`config.mk`:
```
export PLATFORM = sky130hd
export DESIGN_NAME = mem_arbiter
export DESIGN_NICKNAME = d
export VERILOG_FILES = /design/src/rtl/mem_arbiter.sv
export SDC_FILE = /design/constraint.sdc
export NUM_CORES = 1
export LEC_CHECK = 0
export CAP_MARGIN = 20
export CORE_AREA = 10 10 108 110
export DETAILED_ROUTE_END_ITERATION = 6
export DIE_AREA = 0 0 118 120
export HOLD_SLACK_MARGIN = 0.06
export PLACE_DENSITY = 0.71
export RECOVER_POWER = 25
export SETUP_SLACK_MARGIN = 0.1
export SKIP_CTS_REPAIR_TIMING = 1
export SLEW_MARGIN = 20
export SYNTH_ARGS = -nofsm -noshare
export SYNTH_HDL_FRONTEND = slang
export SYNTH_SLANG_ARGS = --single-unit
```
`constraint.sdc`:
```
create_clock -name clk -period 3.04 [get_ports clk]
set_input_delay 0.456 -clock clk [delete_from_list [all_inputs] [get_ports clk]]
set_output_delay 0.456 -clock clk [all_outputs]
set_load 0.005 [all_outputs]
```
`src/rtl/mem_arbiter.sv`:
```
// Two-port (core / external loader) arbiter in front of a single-port data RAM.
// Burst-limited ownership with alternating priority, 1-cycle read response routing.
module mem_arbiter #(
  parameter int ADDR_W    = 32,
  parameter int DATA_W    = 32,
  parameter int MAX_BURST = 4
) (
  input  logic              clk,
  input  logic              reset,
  input  logic              core_req,
  input  logic              core_we,
  input  logic [ADDR_W-1:0] core_addr,
  input  logic [DATA_W-1:0] core_wdata,
  output logic              core_gnt,
  output logic              core_rvalid,
  output logic [DATA_W-1:0] core_rdata,
  input  logic              ext_req,
  input  logic              ext_we,
  input  logic [ADDR_W-1:0] ext_addr,
  input  logic [DATA_W-1:0] ext_wdata,
  output logic              ext_gnt,
  output logic              ext_rvalid,
  output logic [DATA_W-1:0] ext_rdata,
  output logic              mem_en,
  output logic              mem_we,
  output logic [ADDR_W-1:0] mem_addr,
  output logic [DATA_W-1:0] mem_wdata,
  input  logic [DATA_W-1:0] mem_rdata
);

  typedef enum logic [1:0] {IDLE, CORE_OWN, EXT_OWN} state_t;

  localparam logic [3:0] MAX_B = 4'(MAX_BURST);

  state_t     state, state_next;
  logic [3:0] burst_cnt, burst_next;
  logic       last_winner, last_next;  // 1 = ext won most recently
  logic       grant_core, grant_ext;
  logic       core_pend, ext_pend;

  // Grants are gated by reset so outputs drop the instant reset asserts.
  always_comb begin
    grant_core = 1'b0;
    grant_ext  = 1'b0;
    case (state)
      IDLE: begin
        if (core_req && ext_req) begin
          grant_core = last_winner;
          grant_ext  = !last_winner;
        end else begin
          grant_core = core_req;
          grant_ext  = ext_req;
        end
      end
      CORE_OWN: begin
        if (core_req && !(ext_req && burst_cnt == MAX_B)) grant_core = 1'b1;
        else                                              grant_ext  = ext_req;
      end
      EXT_OWN: begin
        if (ext_req && !(core_req && burst_cnt == MAX_B)) grant_ext  = 1'b1;
        else                                              grant_core = core_req;
      end
      default: ;
    endcase
    if (!reset) begin
      grant_core = 1'b0;
      grant_ext  = 1'b0;
    end
  end

  always_comb begin
    state_next = IDLE;
    burst_next = '0;
    last_next  = last_winner;
    if (grant_core) begin
      state_next = CORE_OWN;
      last_next  = 1'b0;
      if (state != CORE_OWN)    burst_next = 4'd1;
      else if (burst_cnt == MAX_B) burst_next = burst_cnt;
      else                      burst_next = burst_cnt + 4'd1;
    end else if (grant_ext) begin
      state_next = EXT_OWN;
      last_next  = 1'b1;
      if (state != EXT_OWN)     burst_next = 4'd1;
      else if (burst_cnt == MAX_B) burst_next = burst_cnt;
      else                      burst_next = burst_cnt + 4'd1;
    end
  end

  always_ff @(posedge clk or negedge reset) begin
    if (!reset) begin
      state       <= IDLE;
      burst_cnt   <= '0;
      last_winner <= 1'b1;
      core_pend   <= 1'b0;
      ext_pend    <= 1'b0;
    end else begin
      state       <= state_next;
      burst_cnt   <= burst_next;
      last_winner <= last_next;
      core_pend   <= grant_core && !core_we;
      ext_pend    <= grant_ext && !ext_we;
    end
  end

  assign core_gnt = grant_core;
  assign ext_gnt  = grant_ext;
  assign mem_en   = grant_core || grant_ext;

  always_comb begin
    mem_we    = 1'b0;
    mem_addr  = '0;
    mem_wdata = '0;
    if (grant_core) begin
      mem_we    = core_we;
      mem_addr  = core_addr;
      mem_wdata = core_wdata;
    end else if (grant_ext) begin
      mem_we    = ext_we;
      mem_addr  = ext_addr;
      mem_wdata = ext_wdata;
    end
  end

  assign core_rvalid = core_pend;
  assign ext_rvalid  = ext_pend;
  assign core_rdata  = core_pend ? mem_rdata : '0;
  assign ext_rdata   = ext_pend  ? mem_rdata : '0;

endmodule

```
After elaboration in Yosys (flattened, before gate mapping)
Cells that the tools add are included.

word-level totals
  logic and storage cells = 53
  register bits after elaboration = 9
  output and inout bits = 134

operators by class
  muxes and demuxes = 27
  reduce and logical (&&, ||, !) cells = 15
  $add $sub $neg = 1
  equal/unequal tests = 5

operators with widths
  kind                   count
  $mux W32               6
  $mux W4                5
  $mux W1                12
  $logic_and A1 B1 Y1    7
  $pmux W1 S3            2
  $logic_not A1 Y1       5
  $add A4 B1 Y4 const B  1
  $eq A4 B3 Y1 const B   1
  $mux W2                2
  $eq A2 B1 Y1 const B   1
  $eq A2 B2 Y1 const B   1
  $logic_not A2 Y1       1
  $ne A2 B1 Y1 const B   1
  $ne A2 B2 Y1 const B   1
  $reduce_bool A2 Y1     1
  $logic_or A1 B1 Y1     1

Depth between registers and ports, before layout
  depth after elaboration = 9
  gate-level depth with buffers = 9

Worst setup path before layout
OpenSTA, ideal clock, no wires.

  path kind = reg-to-output
  start point = register burst_cnt[0]
  end point = output port mem_en
  slack = 0.637 ns
  path buffers = 3
  cell stages (with the launch flop) = 10
  data arrival time = 1.947 ns
  cell sequence = dfrtp_1 inv_1 ha_1 and3b_1 buf_6 mux2_4 o211a_1 buf_6 buf_6 or2_1

between the ends
  word-level cells in the longest chain between the ends = 8
  elaborated cells between the ends (all ways) = 16
  those cells by class = eq/ne: 1; mux: 8; reduce/logical: 7

ends and longest elaborated chain
  element                                 RTL line  source
  from (decl)                             36        logic [3:0] burst_cnt, burst_next;
  from (signal assigned)                  99        burst_cnt <= burst_next;
  $eq A4 B3 Y1 *                          56, 60
  $logic_and A1 B1 Y1 (on tied branches)  60, 56
  $logic_not A1 Y1 (on tied branches)     60, 56
  $logic_and A1 B1 Y1 (on tied branches)  60, 56
  $mux W1 (on tied branches)              60, 56
  $pmux W1 S3                             45        case (state)
  $mux W1                                 65        if (!reset) begin
  $logic_or A1 B1 Y1 *                    108       assign mem_en = grant_core || grant_ext;
  to (decl)                               24        output logic mem_en,

Mark *: on every way between the ends. The rest lies on a longest branch, timed or not.

Worst setup path after layout
  start point = input port reset
  end point = output port mem_addr[3]

between the ends
  word-level cells in the longest chain between the ends = 3
  elaborated cells between the ends (all ways) = 4
  those cells by class = mux: 4

ends and longest elaborated chain
  element      RTL line  source
  from (decl)  9         input logic reset,
  $mux W1      65
  $mux W32     118       end else if (grant_ext) begin
  $mux W32 *   114       if (grant_core) begin
  to (decl)    26        output logic [ADDR_W-1:0] mem_addr,

Marked as above.

==> flow_summary.json <==
{
  "status": "finished, final reports clean",
  "ys_ff_latch": 9,
  "crit_arrival_ns": 2.51,
  "syn_to_final_growth_pct": 211,
  "cp_max_fo": 12,
  "ys_types": 34,
  "worstMarginPinSlew_ns": 0.784,
  "leakage_uw": 0.00290,
  "viasPerCell": 4.45,
  "synth_edf_count": 0,
  "synth.avg_cell_area_um2": 8.24,
  "drive_gt1_share_pct": 5.22,
  "ir_drop_uv": 81.3,
  "slew-limit-headroom_pct": 47.8,
  "pwr_density_cell_nw_per_um2": 186,
  "die_y_um": 120,
  "die_area_um2": 14200,
  "path_class": "input port to output port",
  "holdPathEnd": "last_winner",
  "grt_max_degree": 53,
  "synth_seq_area_share_pct": 13.7,
  "period_needed_ns": 2.97,
  "syn_nets": 368,
  "r2r_cells": 7,
  "place_congestion": 0.863,
  "h-tree-depth": 1,
  "overflow": 0,
  "worst-r2r-setup-slack_ns": 1.10,
  "hold_depth": 2,
  "cts.sinks": 9,
  "rsz0062_at_grt": "true",
  "route.detailed.drc": 0,
  "dp_cells": 619,
  "synth_ff_type": "dfrtp_1",
  "cts_tree": "yes",
  "hold_ws_ns": 0.492,
  "start_util_pct": 17.3,
  "required_ns": 2.58,
  "final_hold_viol_count": 0,
  "timing.final.max_slew_violations": 0,
  "ys_warn_count": 0,
  "die_w_um": 118,
  "holdCritStartpoint": "last_winner",
  "vias": 2806,
  "dp_hpwl_mm": 11.4,
  "cp-end-kind": "output port",
  "clk_latency_ns": 0.23,
  "core_area_um2": 9550,
  "period_share_pct": 97.6,
  "portBuffers": 299,
  "antenna_left": 0,
  "clockBufferDepth": 2,
  "diodes": 0,
  "drt_pre_antenna_iters": 4,
  "cap_violations": 0,
  "start_kind": "input port",
  "r2r_end": "burst_cnt[0]",
  "layout.cells.non_filler": 631,
  "syn_inst": 200,
  "r2r_start": "burst_cnt[0]",
  "grt_pass1_wl_mm": 18.1,
  "max_freq_mhz": 337,
  "antenna_found_initial": 0,
  "cts_buffers": 3,
  "io_pins": 300,
  "syn_area_um2": 1650,
  "wl_per_cell_um": 21.9,
  "path_clk_slew_ns": 0.05,
  "setup_viol": 0,
  "drt_wl_total_mm": 13.8,
  "finalNetCount": 667,
  "first_global_vias": 2885,
  "track_usage_pct": 16.0,
  "cts_root_buf": "clkbuf_8",
  "clock_skew_ns": 0.00674,
  "async_flop_share_pct": 100,
  "min_path_type": "register to register",
  "rows": 36,
  "drt_iter0_drc": 131
}
==> worst max-delay path by stage <==
stage | start | end | slack [ns]
2_1_floorplan | burst_cnt[0] | mem_en | 0.64
3_3_place_gp | reset | mem_addr[21] | 0.002
3_5_place_dp | reset | mem_addr[21] | -0.06
4_1_cts | burst_cnt[0] | mem_addr[21] | -0.17
5_1_grt | reset | mem_addr[3] | -0.02
6_report | reset | mem_addr[3] | 0.07
==> metrics by stage <==
stage	setup TNS, ns	setup slack, ns	cell area, um^2	utilization, %	total power (uW)
after CTS	-7.59	-0.171	4780	50.1	937
after global placement	0	0.00195	4740	49.6	790
after detailed placement	-0.789	-0.0647	4740	49.6	800
after global routing	-0.0300	-0.0179	5120	53.6	1010
after floorplan	0	0.637	1650	-	331
final	0	0.0720	5120	53.6	951
==> synthesized netlist by cell type (2+ instances only) <==
library cell   n  share of area (%)
nand3b_1       2               0.91
ha_1           2                1.5
clkbuf_1       6                1.4
a21oi_1        2               0.61
o211a_1        2                1.2
nor2_1         2               0.46
dfrtp_1        8                 12
and2_1        64                 24
a22o_1        65                 35
o21bai_1       3                1.4
inv_1          7                1.6
nor2b_1        2               0.76
buf_2          5                1.5
buf_6         10                6.8
==> cell type report <==
type | count | area (um^2)
clock buffers | 4 | 45.0
fillers | 906 | 4430
multi-input cells | 162 | 1250
repair buffers | 316 | 3410
inverters | 7 | 26.3
flip-flops and latches | 9 | 226
well taps | 133 | 166
==> where the power goes <==
group          total, uW  internal (uW)  switching, uW
Clock                133           90.9           42.0
Combinational        672            455            216
Sequential           146            130           15.9
==> routing by layer <==
layer / up-vias / track usage [%] / wire (um)
li1: 1341 / - / -
met1: 1259 / 16.1 / 4980
met2: 196 / 28.9 / 7040
met3: 10 / 8.44 / 1640
met4: 0 / 3.63 / 159
met5: - / 0 / 0
==> cells in the final DEF, fill, tap and decap left out, types with 2 or more instances in the layout <==
cell type	n
a21oi_1	2
a22o_1	65
and2_1	64
buf_12	6
buf_4	5
clkbuf_1	3
clkbuf_16	3
clkbuf_8	3
clkdlybuf4s50_1	235
dfrtp_1	8
dlymetal6s2s_1	64
inv_1	6
nand3b_1	2
nor2_1	2
nor2b_1	2
o21bai_1	3
==> sequential cells by signal, summed over array words and instances, names as in the netlist <==
signal       flops
burst_cnt        4
core_rvalid      1
ext_rvalid       1
state            2
last_winner      1
==> worst max-delay path: stages <==
cell	delay, ns
clkdlybuf4s50_1	0.47
a21boi_1	0.31
nand2_1	0.17
a21oi_4	0.16
buf_12	0.15
buf_12	0.14
a22o_1	0.14
clkdlybuf4s50_1	0.50
==> cell families after synthesis <==
logic type      Yosys count  share of synthesized area (%)
compound gates           81                           42.2
fa+ha+maj                 2                           1.52
xor+xnor                  1                          0.532
simple gates             76                           28.7
mux                       2                           1.52
flops                     9                           13.7
buf+inv                  29                           11.8
Note: power is estimated with default switching activity, not from simulation.
